## src/rtl/min_max_job_scheduler_pkg.sv

```systemverilog
// Shared constants, state encoding and helpers
// for the two-requester min/max job scheduler.
package min_max_job_scheduler_pkg;

  localparam int N_ELEM = 16;
  localparam int DW = 8;
  localparam int AW = $clog2(N_ELEM);
  localparam int TIMEOUT_DEF = 63;

  localparam int I_IDLE = 0;
  localparam int I_COPY = 1;
  localparam int I_START = 2;
  localparam int I_WAIT = 3;
  localparam int I_RESP = 4;

  typedef enum logic [4:0] {
    S_IDLE  = 5'b00001,
    S_COPY  = 5'b00010,
    S_START = 5'b00100,
    S_WAIT  = 5'b01000,
    S_RESP  = 5'b10000
  } state_e;

  typedef logic [DW-1:0] data_t;
  typedef logic [AW-1:0] addr_t;

  // Width of a counter able to hold 0..t.
  function automatic int cnt_w(input int t);
    return $clog2(t + 1);
  endfunction

endpackage

```

## src/rtl/min_max_job_scheduler_if.sv

```systemverilog
// Requester and finder signals of the scheduler;
// master is the scheduler side, slave the environment.
interface min_max_job_scheduler_if;
  import min_max_job_scheduler_pkg::*;

  logic  req0;
  logic  req1;
  data_t rd_data0;
  data_t rd_data1;
  addr_t rd_addr;
  logic  gnt0;
  logic  gnt1;
  logic  ack0;
  logic  ack1;
  logic  err;
  data_t max_out;
  data_t min_out;
  logic  busy;

  logic  mem_we;
  addr_t mem_addr;
  data_t mem_wdata;
  logic  fnd_start;
  logic  fnd_done;
  data_t fnd_max;
  data_t fnd_min;

  modport master (
    input  req0, req1,
    input  rd_data0, rd_data1,
    output rd_addr,
    output gnt0, gnt1,
    output ack0, ack1, err,
    output max_out, min_out,
    output busy,
    output mem_we, mem_addr, mem_wdata,
    output fnd_start,
    input  fnd_done, fnd_max, fnd_min
  );

  modport slave (
    output req0, req1,
    output rd_data0, rd_data1,
    input  rd_addr,
    input  gnt0, gnt1,
    input  ack0, ack1, err,
    input  max_out, min_out,
    input  busy,
    input  mem_we, mem_addr, mem_wdata,
    input  fnd_start,
    output fnd_done, fnd_max, fnd_min
  );

endinterface

```

## src/rtl/min_max_job_scheduler_rr_arbiter2.sv

```systemverilog
// Two-input round-robin arbiter; the last-grant
// flag moves to whichever requester wins.
module rr_arbiter2 (
  input  logic clk_i,
  input  logic rst_i,
  input  logic en_i,
  input  logic req0_i,
  input  logic req1_i,
  output logic gnt0_o,
  output logic gnt1_o
);

  // last_q = 1 means requester 1 was served last
  logic last_q;
  logic last_d;

  always_comb begin
    gnt0_o = 1'b0;
    gnt1_o = 1'b0;
    if (en_i) begin
      if (req0_i && req1_i) begin
        gnt0_o = last_q;
        gnt1_o = !last_q;
      end else begin
        gnt0_o = req0_i;
        gnt1_o = req1_i;
      end
    end
  end

  always_comb begin
    last_d = last_q;
    if (gnt0_o) begin
      last_d = 1'b0;
    end else if (gnt1_o) begin
      last_d = 1'b1;
    end
  end

  always_ff @(posedge clk_i or posedge rst_i) begin
    if (rst_i) begin
      last_q <= 1'b1;
    end else begin
      last_q <= last_d;
    end
  end

endmodule

```

## src/rtl/min_max_job_scheduler.sv

```systemverilog
// Shares one min/max finder between two requesters:
// copy 16 bytes, start, wait for done, acknowledge.
module min_max_job_scheduler
  import min_max_job_scheduler_pkg::*;
#(
  parameter int TIMEOUT = TIMEOUT_DEF
) (
  input logic clk_i,
  input logic rst_i,
  min_max_job_scheduler_if.master bus
);

  localparam int TW = cnt_w(TIMEOUT);
  localparam addr_t LAST = addr_t'(N_ELEM - 1);
  localparam logic [TW-1:0] TLAST = TW'(TIMEOUT - 1);

  state_e        state_q;
  state_e        state_d;
  addr_t         cnt_q;
  addr_t         cnt_d;
  logic [TW-1:0] tcnt_q;
  logic [TW-1:0] tcnt_d;
  logic          gnt0_q;
  logic          gnt0_d;
  logic          gnt1_q;
  logic          gnt1_d;
  logic          err_q;
  logic          err_d;
  data_t         max_q;
  data_t         max_d;
  data_t         min_q;
  data_t         min_d;

  logic arb_en;
  logic arb_g0;
  logic arb_g1;
  logic in_copy;
  logic in_resp;

  assign arb_en = state_q[I_IDLE];

  rr_arbiter2 u_arb (
    .clk_i  (clk_i),
    .rst_i  (rst_i),
    .en_i   (arb_en),
    .req0_i (bus.req0),
    .req1_i (bus.req1),
    .gnt0_o (arb_g0),
    .gnt1_o (arb_g1)
  );

  always_comb begin
    state_d = state_q;
    cnt_d   = cnt_q;
    tcnt_d  = tcnt_q;
    gnt0_d  = gnt0_q;
    gnt1_d  = gnt1_q;
    err_d   = err_q;
    max_d   = max_q;
    min_d   = min_q;
    unique case (1'b1)
      state_q[I_IDLE]: begin
        if (arb_g0 || arb_g1) begin
          gnt0_d  = arb_g0;
          gnt1_d  = arb_g1;
          cnt_d   = '0;
          state_d = S_COPY;
        end
      end
      state_q[I_COPY]: begin
        cnt_d = cnt_q + addr_t'(1);
        if (cnt_q == LAST) begin
          state_d = S_START;
        end
      end
      state_q[I_START]: begin
        tcnt_d  = '0;
        state_d = S_WAIT;
      end
      state_q[I_WAIT]: begin
        if (bus.fnd_done) begin
          max_d   = bus.fnd_max;
          min_d   = bus.fnd_min;
          state_d = S_RESP;
        end else if (tcnt_q == TLAST) begin
          // results keep their previous values
          err_d   = 1'b1;
          state_d = S_RESP;
        end else begin
          tcnt_d = tcnt_q + TW'(1);
        end
      end
      state_q[I_RESP]: begin
        gnt0_d  = 1'b0;
        gnt1_d  = 1'b0;
        err_d   = 1'b0;
        state_d = S_IDLE;
      end
      default: begin
        state_d = S_IDLE;
      end
    endcase
  end

  always_ff @(posedge clk_i or posedge rst_i) begin
    if (rst_i) begin
      state_q <= S_IDLE;
      cnt_q   <= '0;
      tcnt_q  <= '0;
      gnt0_q  <= 1'b0;
      gnt1_q  <= 1'b0;
      err_q   <= 1'b0;
      max_q   <= '0;
      min_q   <= '0;
    end else begin
      state_q <= state_d;
      cnt_q   <= cnt_d;
      tcnt_q  <= tcnt_d;
      gnt0_q  <= gnt0_d;
      gnt1_q  <= gnt1_d;
      err_q   <= err_d;
      max_q   <= max_d;
      min_q   <= min_d;
    end
  end

  assign in_copy = state_q[I_COPY];
  assign in_resp = state_q[I_RESP];

  assign bus.rd_addr   = in_copy ? cnt_q : '0;
  assign bus.mem_addr  = in_copy ? cnt_q : '0;
  assign bus.mem_we    = in_copy;
  assign bus.mem_wdata = !in_copy ? '0 :
                         gnt1_q ? bus.rd_data1 :
                         bus.rd_data0;
  assign bus.fnd_start = state_q[I_START];

  assign bus.gnt0    = gnt0_q;
  assign bus.gnt1    = gnt1_q;
  assign bus.ack0    = in_resp && gnt0_q;
  assign bus.ack1    = in_resp && gnt1_q;
  assign bus.err     = in_resp && err_q;
  assign bus.max_out = max_q;
  assign bus.min_out = min_q;
  assign bus.busy    = !state_q[I_IDLE];

endmodule

```

## src/flat_wrapper.sv

```systemverilog
// flat-port wrapper written by rule: the top's interface ports become plain ports
module min_max_job_scheduler_flat import min_max_job_scheduler_pkg::*;
#(
  parameter int TIMEOUT = TIMEOUT_DEF
)
  (clk_i, rst_i, bus_req0, bus_req1, bus_rd_data0, bus_rd_data1, bus_rd_addr, bus_gnt0, bus_gnt1, bus_ack0, bus_ack1, bus_err, bus_max_out, bus_min_out, bus_busy, bus_mem_we, bus_mem_addr, bus_mem_wdata, bus_fnd_start, bus_fnd_done, bus_fnd_max, bus_fnd_min);
  min_max_job_scheduler_if bus_i ();
  input logic clk_i;
  input logic rst_i;
  input wire logic [$bits(bus_i.req0)-1:0] bus_req0;
  input wire logic [$bits(bus_i.req1)-1:0] bus_req1;
  input wire logic [$bits(bus_i.rd_data0)-1:0] bus_rd_data0;
  input wire logic [$bits(bus_i.rd_data1)-1:0] bus_rd_data1;
  output wire logic [$bits(bus_i.rd_addr)-1:0] bus_rd_addr;
  output wire logic [$bits(bus_i.gnt0)-1:0] bus_gnt0;
  output wire logic [$bits(bus_i.gnt1)-1:0] bus_gnt1;
  output wire logic [$bits(bus_i.ack0)-1:0] bus_ack0;
  output wire logic [$bits(bus_i.ack1)-1:0] bus_ack1;
  output wire logic [$bits(bus_i.err)-1:0] bus_err;
  output wire logic [$bits(bus_i.max_out)-1:0] bus_max_out;
  output wire logic [$bits(bus_i.min_out)-1:0] bus_min_out;
  output wire logic [$bits(bus_i.busy)-1:0] bus_busy;
  output wire logic [$bits(bus_i.mem_we)-1:0] bus_mem_we;
  output wire logic [$bits(bus_i.mem_addr)-1:0] bus_mem_addr;
  output wire logic [$bits(bus_i.mem_wdata)-1:0] bus_mem_wdata;
  output wire logic [$bits(bus_i.fnd_start)-1:0] bus_fnd_start;
  input wire logic [$bits(bus_i.fnd_done)-1:0] bus_fnd_done;
  input wire logic [$bits(bus_i.fnd_max)-1:0] bus_fnd_max;
  input wire logic [$bits(bus_i.fnd_min)-1:0] bus_fnd_min;
  assign bus_i.req0 = bus_req0;
  assign bus_i.req1 = bus_req1;
  assign bus_i.rd_data0 = bus_rd_data0;
  assign bus_i.rd_data1 = bus_rd_data1;
  assign bus_rd_addr = bus_i.rd_addr;
  assign bus_gnt0 = bus_i.gnt0;
  assign bus_gnt1 = bus_i.gnt1;
  assign bus_ack0 = bus_i.ack0;
  assign bus_ack1 = bus_i.ack1;
  assign bus_err = bus_i.err;
  assign bus_max_out = bus_i.max_out;
  assign bus_min_out = bus_i.min_out;
  assign bus_busy = bus_i.busy;
  assign bus_mem_we = bus_i.mem_we;
  assign bus_mem_addr = bus_i.mem_addr;
  assign bus_mem_wdata = bus_i.mem_wdata;
  assign bus_fnd_start = bus_i.fnd_start;
  assign bus_i.fnd_done = bus_fnd_done;
  assign bus_i.fnd_max = bus_fnd_max;
  assign bus_i.fnd_min = bus_fnd_min;
  min_max_job_scheduler #(.TIMEOUT(TIMEOUT)) u_core (.clk_i(clk_i), .rst_i(rst_i), .bus(bus_i));
endmodule
```

## config.mk

```make
export PLATFORM = sky130hd
export DESIGN_NAME = min_max_job_scheduler_flat
export DESIGN_NICKNAME = d
export VERILOG_FILES = /design/src/rtl/min_max_job_scheduler_pkg.sv /design/src/rtl/min_max_job_scheduler_if.sv /design/src/rtl/min_max_job_scheduler_rr_arbiter2.sv /design/src/rtl/min_max_job_scheduler.sv /design/src/flat_wrapper.sv
export SDC_FILE = /design/constraint.sdc
export NUM_CORES = 1
export LEC_CHECK = 0
export BUFFER_PORTS_ARGS = -buffer_cell sky130_fd_sc_hd__buf_2
export CORE_AREA = 2 2 76 78
export CTS_CLUSTER_SIZE = 28
export DETAILED_ROUTE_END_ITERATION = 8
export DIE_AREA = 0 0 78 80
export HOLD_SLACK_MARGIN = 0.1
export PLACE_DENSITY = 0.61
export SLEW_MARGIN = 20
export SYNTH_ARGS = -nofsm -noshare
export SYNTH_HDL_FRONTEND = slang
export SYNTH_SLANG_ARGS = --single-unit
```

## constraint.sdc

```tcl
create_clock -name clk_i -period 1.85 [get_ports clk_i]
set_clock_uncertainty 0.2 [all_clocks]
set_input_delay 0 -clock clk_i [delete_from_list [all_inputs] [get_ports clk_i]]
set_output_delay 0 -clock clk_i [all_outputs]
set_load 0.01 [all_outputs]
```

== Word level (Yosys, flattened, before mapping) ==
Cells that the tools add are included.
Word-level totals
  flip-flop bits (word level): 35
  input bits: 37
  output and inout bits: 40
  logic and storage cells: 64
Cells by class
  add/subtract/negate cells: 2
  equality and inequality tests: 8
  muxes and demuxes: 26
  reductions and logical operators: 18
Operators by type and width (count)
  two-way mux 5 bit: 4
  one-hot mux 5 bit (4 select lines): 1
  two-way mux 8 bit: 2
  two-way mux 6 bit: 2
  one-hot mux 6 bit (2 select lines): 1
  two-way mux 1 bit: 10
  inequality test 2 bit, second input constant: 5
  nonzero test 2 bit: 5
  AND reduction 3 bit: 3
  two-way mux 4 bit: 2
  one-hot mux 4 bit (2 select lines): 1
  adder 6 x 1 -> 6 bit, second input constant: 1
  == test 6 bit, second input constant: 1
  one-hot mux 1 bit (2 select lines): 3
  AND reduction 2 bit: 3
  adder 4 x 1 -> 4 bit, second input constant: 1
  == test 4 bit, second input constant: 1
  logical AND 1 bit: 4
  inequality test 3 bit, second input constant: 1
  logical NOT 1 bit: 2
  logical OR 1 bit: 1

== Logic depth before layout (Yosys ltp) ==
Gate-level depths: netlist (run 1).
  depth after elaboration: 6
  mapped depth: 5
  gate-level depth less buffers: 5

== By module ==
A second synthesis (run 1) with hierarchy kept.
Unflattened totals
  cells, all modules: 168
  area total of the unflattened synthesis: 1796.7 sq um
Modules (own cells, without submodules)
  min_max_job_scheduler: times used 1, cells an instance 159, area each 1730.4 sq um, sequential area each 852.1 sq um
  rr_arbiter2: times used 1, cells an instance 9, area each 66.3 sq um, sequential area each 26.3 sq um

== Worst setup path after synthesis (run 1) ==
Ideal clock, no wire load.
  path type: reg-to-reg
  start: register u_core.state_q[0]
  end: register u_core.cnt_q[1]
  library setup time: 122 ps
  data arrival time: 1317 ps
  data required time: 1528 ps
  path slack: 211 ps
  cell stages (with the launch flop): 4
  path buffers: 1
  period minus slack after synthesis: 1639 ps
  path through: dfstp_2 > buf_2 > or3b_1 > a32o_1
Between the ends
  word-level cells in the longest chain between the ends: 4
  elaborated cells on any way between the ends: 7
  those cells by class: 1 x eq/ne; 3 x mux; 3 x reduce/logical
Ends and longest elaborated chain
  from (decl): line min_max_job_scheduler.sv:17  | state_e state_q;
  from (signal assigned): line min_max_job_scheduler.sv:116  | state_q <= state_d;
  two-way mux 1 bit: line min_max_job_scheduler_rr_arbiter2.sv:20  | if (en_i) begin
  logical OR 1 bit: line min_max_job_scheduler.sv:63  | if (arb_g0 || arb_g1) begin
  inequality test 2 bit (no line)
  AND reduction 2 bit (no line)
  to (signal assigned): line min_max_job_scheduler.sv:117  | cnt_q <= cnt_d;
  to (decl): line min_max_job_scheduler.sv:19  | addr_t cnt_q;
Several ways; a longest one is shown, not always the timed one.
A chain may end at the register's enable or synchronous reset.

== Worst setup path in the final report (run 1) ==
  start: register u_core.state_q[0]
  end: register u_core.cnt_q[3]
Same word-level chain as after synthesis.

==> results.tsv, run 1 <==
metric	value	unit
outcome	finished, final reports clean	
Net Count, Synth	198	
distinct cell type count after synthesis	45	
startpoint types	flop	
RePlAce Congestion	0.805	
antenna-violating nets left	0	
area grow syn2layout	40.2	%
H-tree depth	2	
Mean Syn Cell Area	11.5	um^2
Max-slew headroom	67.7	%
largest net degree at the start of global routing	36	
Pleak	0.00129	uW
reg2reg setup slack	120	ps
DP Area	2240	um^2
Hold Path End	bus_mem_wdata[1]	
die area	6240	um^2
Die H	80	um
Crit path buffers/inverters	0	
buffers added on ports	76	
Hold Path Depth	4	
vias in the first global route	1595	
DRT iter0 DRCs	50	
endpoints failing setup	0	
Total Neg Setup Slack	0	ps
share of cells above drive strength 1	42.7	%
Final Cell Area	2550	um^2
Worst path depth	3	
R2R cell count	3	
critical path peak fanout	10	
Root Buffer	clkbuf_8	
share of Yosys cell area claimed by the top area cell type	45.4	%
final worst slack	124	ps
TritonCTS buffer count	5	
clk buf depth	2	
Crit Reg-Reg Endpoint	u_core.cnt_q[3]	
Inst Count DP	298	
worst vdd ir	0.752	mV
first-pass GRT wire length	7.46	mm
critical path's largest stage delay	620	ps
Row Count	27	
Layout Cells excl Fill	327	
Worst-Margin Slew	485	ps
CP endpoint kind	flop	
commonest non-fill, non-tap cell in the layout	buf_2	
Final min period	1730	ps
synth warn	0	
Starting Density	33.7	%
Worst path top cell family by delay	flip-flops	
most frequent cells in the layout	buf_2, dfrtp_1, dlygate4sd3_1, mux2_2, mux2i_1	
crit path kind	reg -> reg	
vias post-DR	1526	
max-cap viol count	0	
Critical Path RT	1820	ps
register area share after synthesis	48.2	%
Routed WL per cell	12.7	um
post-place setup slack	135	ps
width of the die	78	um
fin nets	294	
number of fill cells	520	
Final Hold Fails	0	
CTS tree	built	
ys flop type	dfrtp_1	
ranking of synthesized cells by area	dfrtp_1, mux2_2, mux2i_1	
f_max	579	MHz
crit-path cells	nor3b_2, nor4b_1, a221o_1	
antenna cell count	0	
Sink Count	35	
ys async rst share	100	%
RSZ-0062 raised after global routing	false	
FF-to-FF Start	u_core.state_q[0]	
core area	5410	um^2
I/O pin count	77	
crit path DAT	1690	ps
Hold WC Path Type	in -> out	
Clock Latency Late Sink	280	ps
max-slew violations	0	
worst hold start	bus_rd_data0[1]	
Syn Inst Count	158	
Clk pwr share	17.3	%
initial antenna violation count	0	
Synth Cell Area	1820	um^2
period utilisation layout	93.3	%
number of synthesized flops with an enable pin	0	
clk slew on worst S/H paths	70	ps
drt pass-1 iters	4	
internal power	2240	uW
area leader, netlist	dfrtp_1	
DR DRC count	0	
Pwr per Cell Area	1370	nW/um^2
vias per std cell	4.67	
gr usage total	14.8	%
Critical-path top delay cell	dfstp_2	
total global routing overflow	0	
Psw	1270	uW
flops & latches, synth	35	
WL final	4.17	mm
sequential power share	41.0	%
DP HPWL	2.83	mm
Design Power	3500	uW
Switching Fraction	36.1	%
combinational share of power	41.7	%
area by class of cell:
type,instances,area (um^2),area share (%)
multi-input cells,107,852,33.4
flip-flops and latches,35,878,34.4
inverters,5,18.8,0.735
well taps,72,90.1,3.53
repair buffers,100,613,24.0
clock buffers,8,100,3.92
worst max path at each step:
stage                 startpoint               to  slack (ps)
6_report       u_core.state_q[0]  u_core.cnt_q[3]         120
5_1_grt        u_core.state_q[0]  u_core.cnt_q[3]           7
4_1_cts        u_core.state_q[0]  u_core.cnt_q[3]         120
3_5_place_dp   u_core.state_q[0]  u_core.cnt_q[3]         130
3_3_place_gp    u_core.tcnt_q[0]     u_core.err_q         200
2_1_floorplan  u_core.state_q[0]  u_core.cnt_q[1]         210
per-stage QoR:
step	hold WS (ps)	utilization (%)
2_1_floorplan	-127	-
3_3_place_gp	-76.4	41.5
6_report	143	47.2
4_1_cts	144	47.2
3_5_place_dp	-72.7	41.5
5_1_grt	181	47.2
power by group through the flow:
stage               combinational (uW)  sequential [uW]  clock [uW]
finish                            1460             1440         606
detailed placement                1420             1440           0
CTS                               1480             1440         628
global route                      1640             1500         661
floorplan                          951             1410           0
global placement                  1400             1430           0
repair_timing:
| action | 4_1_cts | 5_1_grt |
|---|---|---|
| hold buffers | 21 | 0 |
| resized for setup | 0 | 0 |
| endpoints found under the hold margin | 63 | 0 |
| buffers inserted | 0 | 0 |
cells in the mapped netlist (2+ instances only):
master,number
o211a_1,2
nand3_1,4
o311ai_0,2
nor2_1,3
nand2_1,7
o211ai_1,3
and3_1,2
nor2b_1,8
buf_4,5
nand2b_1,6
dfstp_2,2
mux2_2,16
mux2i_1,10
clkbuf_1,2
ha_1,3
and2_1,7
dfrtp_1,33
a32o_1,3
a21oi_1,2
a22o_1,2
inv_1,5
o21ai_0,6
buf_2,3
routing by layer:
layer,share of wire (%),vias up,global-route usage [%]
met5,0,-,0
met4,0.24,0,5.09
met3,4.5,2,3.17
met2,49,35,24.7
met1,46,725,19.0
li1,-,764,-
cells by family (layout without fill, tap and decap cells):
family / Yosys count / after routing / synth area share (%)
mux: 26 / 26 / 15.4
compound gates: 31 / 31 / 13.3
fa+ha+maj: 3 / 3 / 2.06
flops: 35 / 35 / 48.2
simple gates: 47 / 47 / 16.0
buf+inv: 16 / 113 / 4.95
tightest hold or removal path: cells and delay by family:
kind	cells	cell delay, ps
buffers and inverters	2	200
muxes	1	50
and+or+nand+nor	1	90
sequential cells by signal, summed over array words and instances, names as in the netlist:
name and flops:
u_core.bus.max_out 8, u_core.bus.min_out 8, u_core.tcnt_q 6, u_core.state_q 5, u_core.cnt_q 4, u_core.bus.gnt0 1
u_core.bus.gnt1 1, u_core.err_q 1, u_core.u_arb.last_q 1
Note: power is estimated with default switching activity, not from simulation.
==> inputs of run 2 (changes only) <==
--- a/config.mk
+++ b/config.mk
@@ -5,12 +5,13 @@
 export SDC_FILE = /design/constraint.sdc
 export NUM_CORES = 1
 export LEC_CHECK = 0
+export ABC_AREA = 1
 export BUFFER_PORTS_ARGS = -buffer_cell sky130_fd_sc_hd__buf_2
 export CORE_AREA = 2 2 76 78
 export CTS_CLUSTER_SIZE = 28
 export DETAILED_ROUTE_END_ITERATION = 8
 export DIE_AREA = 0 0 78 80
-export HOLD_SLACK_MARGIN = 0.1
+export HOLD_SLACK_MARGIN = 0.15
 export PLACE_DENSITY = 0.61
 export SLEW_MARGIN = 20
 export SYNTH_ARGS = -nofsm -noshare
==> run 2 against run 1 <==
Compared with the run above:
- clock-buffer cell count is 2 lower
- clock power is 8.1% lower
- global-route usage is 0.26 points higher
- flip-flop and latch count stayed put
- critical endpoint is now u_core.bus.gnt1
- core utilization is 2.7 points higher
- register-to-register slack better by 80 ps
- largest power group unchanged
- wire length is 10% higher
==> results.tsv, run 2 <==
metric	value	unit	change
Sink Count	35		unchanged
Hold WC Path Type	in -> async		
max-slew violations	0		unchanged
Root Buffer	clkbuf_8		
die area	6240	um^2	unchanged
RSZ-0062 raised after global routing	false		
Worst-Margin Slew	452	ps	-32.1 ps
Routed WL per cell	11.1	um	-13%
WL final	4.59	mm	+10%
buffers added on ports	76		unchanged
Die H	80	um	unchanged
Critical-path top delay cell	dfstp_2		
Crit Reg-Reg Endpoint	u_core.bus.gnt1		
synth warn	0		unchanged
initial antenna violation count	0		unchanged
Layout Cells excl Fill	414		+27%
Net Count, Synth	270		+36%
clk buf depth	2		unchanged
TritonCTS buffer count	5		unchanged
share of Yosys cell area claimed by the top area cell type	45.3	%	-0.093 points
Post-CTS Setup Inserts	0		unchanged
Switching Fraction	39.6	%	+3.5 points
distinct cell type count after synthesis	31		-31%
Final Hold Fails	0		unchanged
crit-path cells	nand3_1, dlygate4sd3_1, o22ai_1		
CP endpoint kind	flop		
DR DRC count	0		unchanged
Design Power	3260	uW	-7.0%
first-pass GRT wire length	7.56	mm	+1.4%
register area share after synthesis	48.1	%	-0.099 points
antenna-violating nets left	0		unchanged
area grow syn2layout	47.9	%	
vias post-DR	1837		+20%
Max-slew headroom	69.8	%	+2.1 points
crit path DAT	1650	ps	-40 ps
most frequent cell after synthesis	nand2_1		
ys async rst share	100	%	unchanged
drt pass-1 iters	4		unchanged
H-tree depth	2		unchanged
vias in the first global route	1727		+8.3%
Inst Count DP	370		+24%
worst vdd ir	0.475	mV	-37%
share of cells above drive strength 1	31.0	%	-12 points
DP HPWL	2.87	mm	+1.5%
vias per std cell	4.44		-4.9%
Total Neg Setup Slack	0	ps	unchanged
Starting Density	33.8	%	+0.069 points
most frequent cells in the layout	nand2_1, buf_2, dlygate4sd3_1, dfrtp_1, nor2_1		
core area	5410	um^2	unchanged
Final min period	1650	ps	-77.3 ps
Pwr per Cell Area	1210	nW/um^2	-12%
CTS tree	built		
Pleak	0.00149	uW	+15%
commonest non-fill, non-tap cell in the layout	nand2_1		
largest net degree at the start of global routing	36		unchanged
critical path's largest stage delay	580	ps	-40 ps
number of synthesized flops with an enable pin	0		unchanged
width of the die	78	um	unchanged
RePlAce Congestion	0.764		-5.2%
clk slew on worst S/H paths	70	ps	about the same
max-cap viol count	0		unchanged
reg2reg setup slack	200	ps	+80 ps
ranking of synthesized cells by area	dfrtp_1, nand2_1, o21ai_1		
total global routing overflow	0		unchanged
internal power	1970	uW	-12%
DRT iter0 DRCs	68		+36%
Clk pwr share	17.1	%	-0.2 points
combinational share of power	41.8	%	about the same
synth cell count leaders	nand2_1, dfrtp_1, nor2_1		
startpoint types	flop		
period utilisation layout	89.1	%	-4.2 points
crit path kind	reg -> reg		
sequential power share	41.1	%	about the same
outcome	finished, final reports clean		
endpoints failing setup	0		unchanged
flops & latches, synth	35		unchanged
antenna cell count	0		unchanged
Psw	1290	uW	+1.9%
critical path peak fanout	6		-4
f_max	606	MHz	+4.7%
R2R cell count	3		unchanged
gr usage total	15.1	%	+0.26 points
hold slack	160	ps	+16.7 ps
area leader, netlist	dfrtp_1		
fin nets	382		+30%
ys flop type	dfrtp_1		
Mean Syn Cell Area	7.93	um^2	-31%
number of fill cells	521		+0.19%
FF-to-FF Start	u_core.state_q[0]		
Synth Cell Area	1820	um^2	+0.21%
Syn Inst Count	230		+46%
Row Count	27		unchanged
I/O pin count	77		unchanged
Critical Path RT	1860	ps	+40 ps
Clock Latency Late Sink	280	ps	about the same
[run 2: cell count changes after synthesis, moves of 4 or more]
cell and change:
and2_1 -7, inv_1 +10, inv_2 +5, mux2_2 -16, mux2i_1 -10, nand2_1 +83
nand2b_1 -6, nand3_1 +4, nor2_1 +16, nor2b_1 -8, o21ai_1 +15
[run 2: worst max path at each step]
stage                      startpoint  cells past startpoint          endpoint
floorplan            u_core.tcnt_q[0]                      7  u_core.tcnt_q[5]
global placement    u_core.state_q[3]                      6  u_core.tcnt_q[3]
detailed placement  u_core.state_q[3]                      6  u_core.tcnt_q[3]
CTS                 u_core.state_q[0]                      3   u_core.bus.gnt1
global route        u_core.state_q[0]                      3   u_core.bus.gnt1
finish              u_core.state_q[0]                      3   u_core.bus.gnt1
[run 2: final cells by class]
class	count	area [um^2]	area share, %
clock buffers	6	82.6	3.06
clock inverters	1	5.00	0.185
inverters	22	85.1	3.15
multi-input cells	163	792	29.3
flip-flops and latches	35	878	32.5
well taps	72	90.1	3.34
repair buffers	115	766	28.4
[run 2: metal layers]
| layer | up-vias | wire [um] | track usage [%] |
|---|---|---|---|
| li1 | 937 | - | - |
| met1 | 820 | 2090 | 18.0 |
| met2 | 74 | 2100 | 26.6 |
| met3 | 6 | 350 | 4.52 |
| met4 | 0 | 48 | 3.68 |
| met5 | - | 0 | 0 |
[run 2: repair_timing]
action,4_1_cts,5_1_grt
resized for setup,0,0
endpoints found under the hold margin,76,0
hold buffers,37,0
[run 2: kinds of logic after synthesis]
kind of cell | after synthesis | share of synthesized area [%]
AO/OA/AOI/OAI | 27 | 9.60
XOR/XNOR | 3 | 1.44
adder cells (fa/ha/maj) | 3 | 2.06
buffers and inverters | 32 | 8.44
flip-flops | 35 | 48.1
AND/OR/NAND/NOR | 130 | 30.3
[run 2: worst max-delay path: cells and delay by family, from the launching register on]
family | cells | cell delay (ps)
flip-flops | 1 | 580
buffers and inverters | 1 | 570
AO/OA/AOI/OAI | 1 | 140
AND/OR/NAND/NOR | 1 | 80
[run 2: through the flow]
| step | util, % | setup WS, ps | cell area (um^2) |
|---|---|---|---|
| after floorplan | - | 465 | 1820 |
| after global placement | 41.5 | 375 | 2240 |
| after detailed placement | 41.5 | 336 | 2240 |
| after CTS | 49.9 | 202 | 2700 |
| after global routing | 49.9 | 157 | 2700 |
| final | 49.9 | 201 | 2700 |
[run 2: power groups by stage]
| stage | Combinational, uW | Sequential, uW | Clock, uW |
|---|---|---|---|
| global route | 1530 | 1380 | 607 |
| detailed placement | 1300 | 1340 | 0 |
| global placement | 1270 | 1350 | 0 |
| finish | 1360 | 1340 | 557 |
| floorplan | 812 | 1370 | 0 |
| CTS | 1360 | 1340 | 575 |
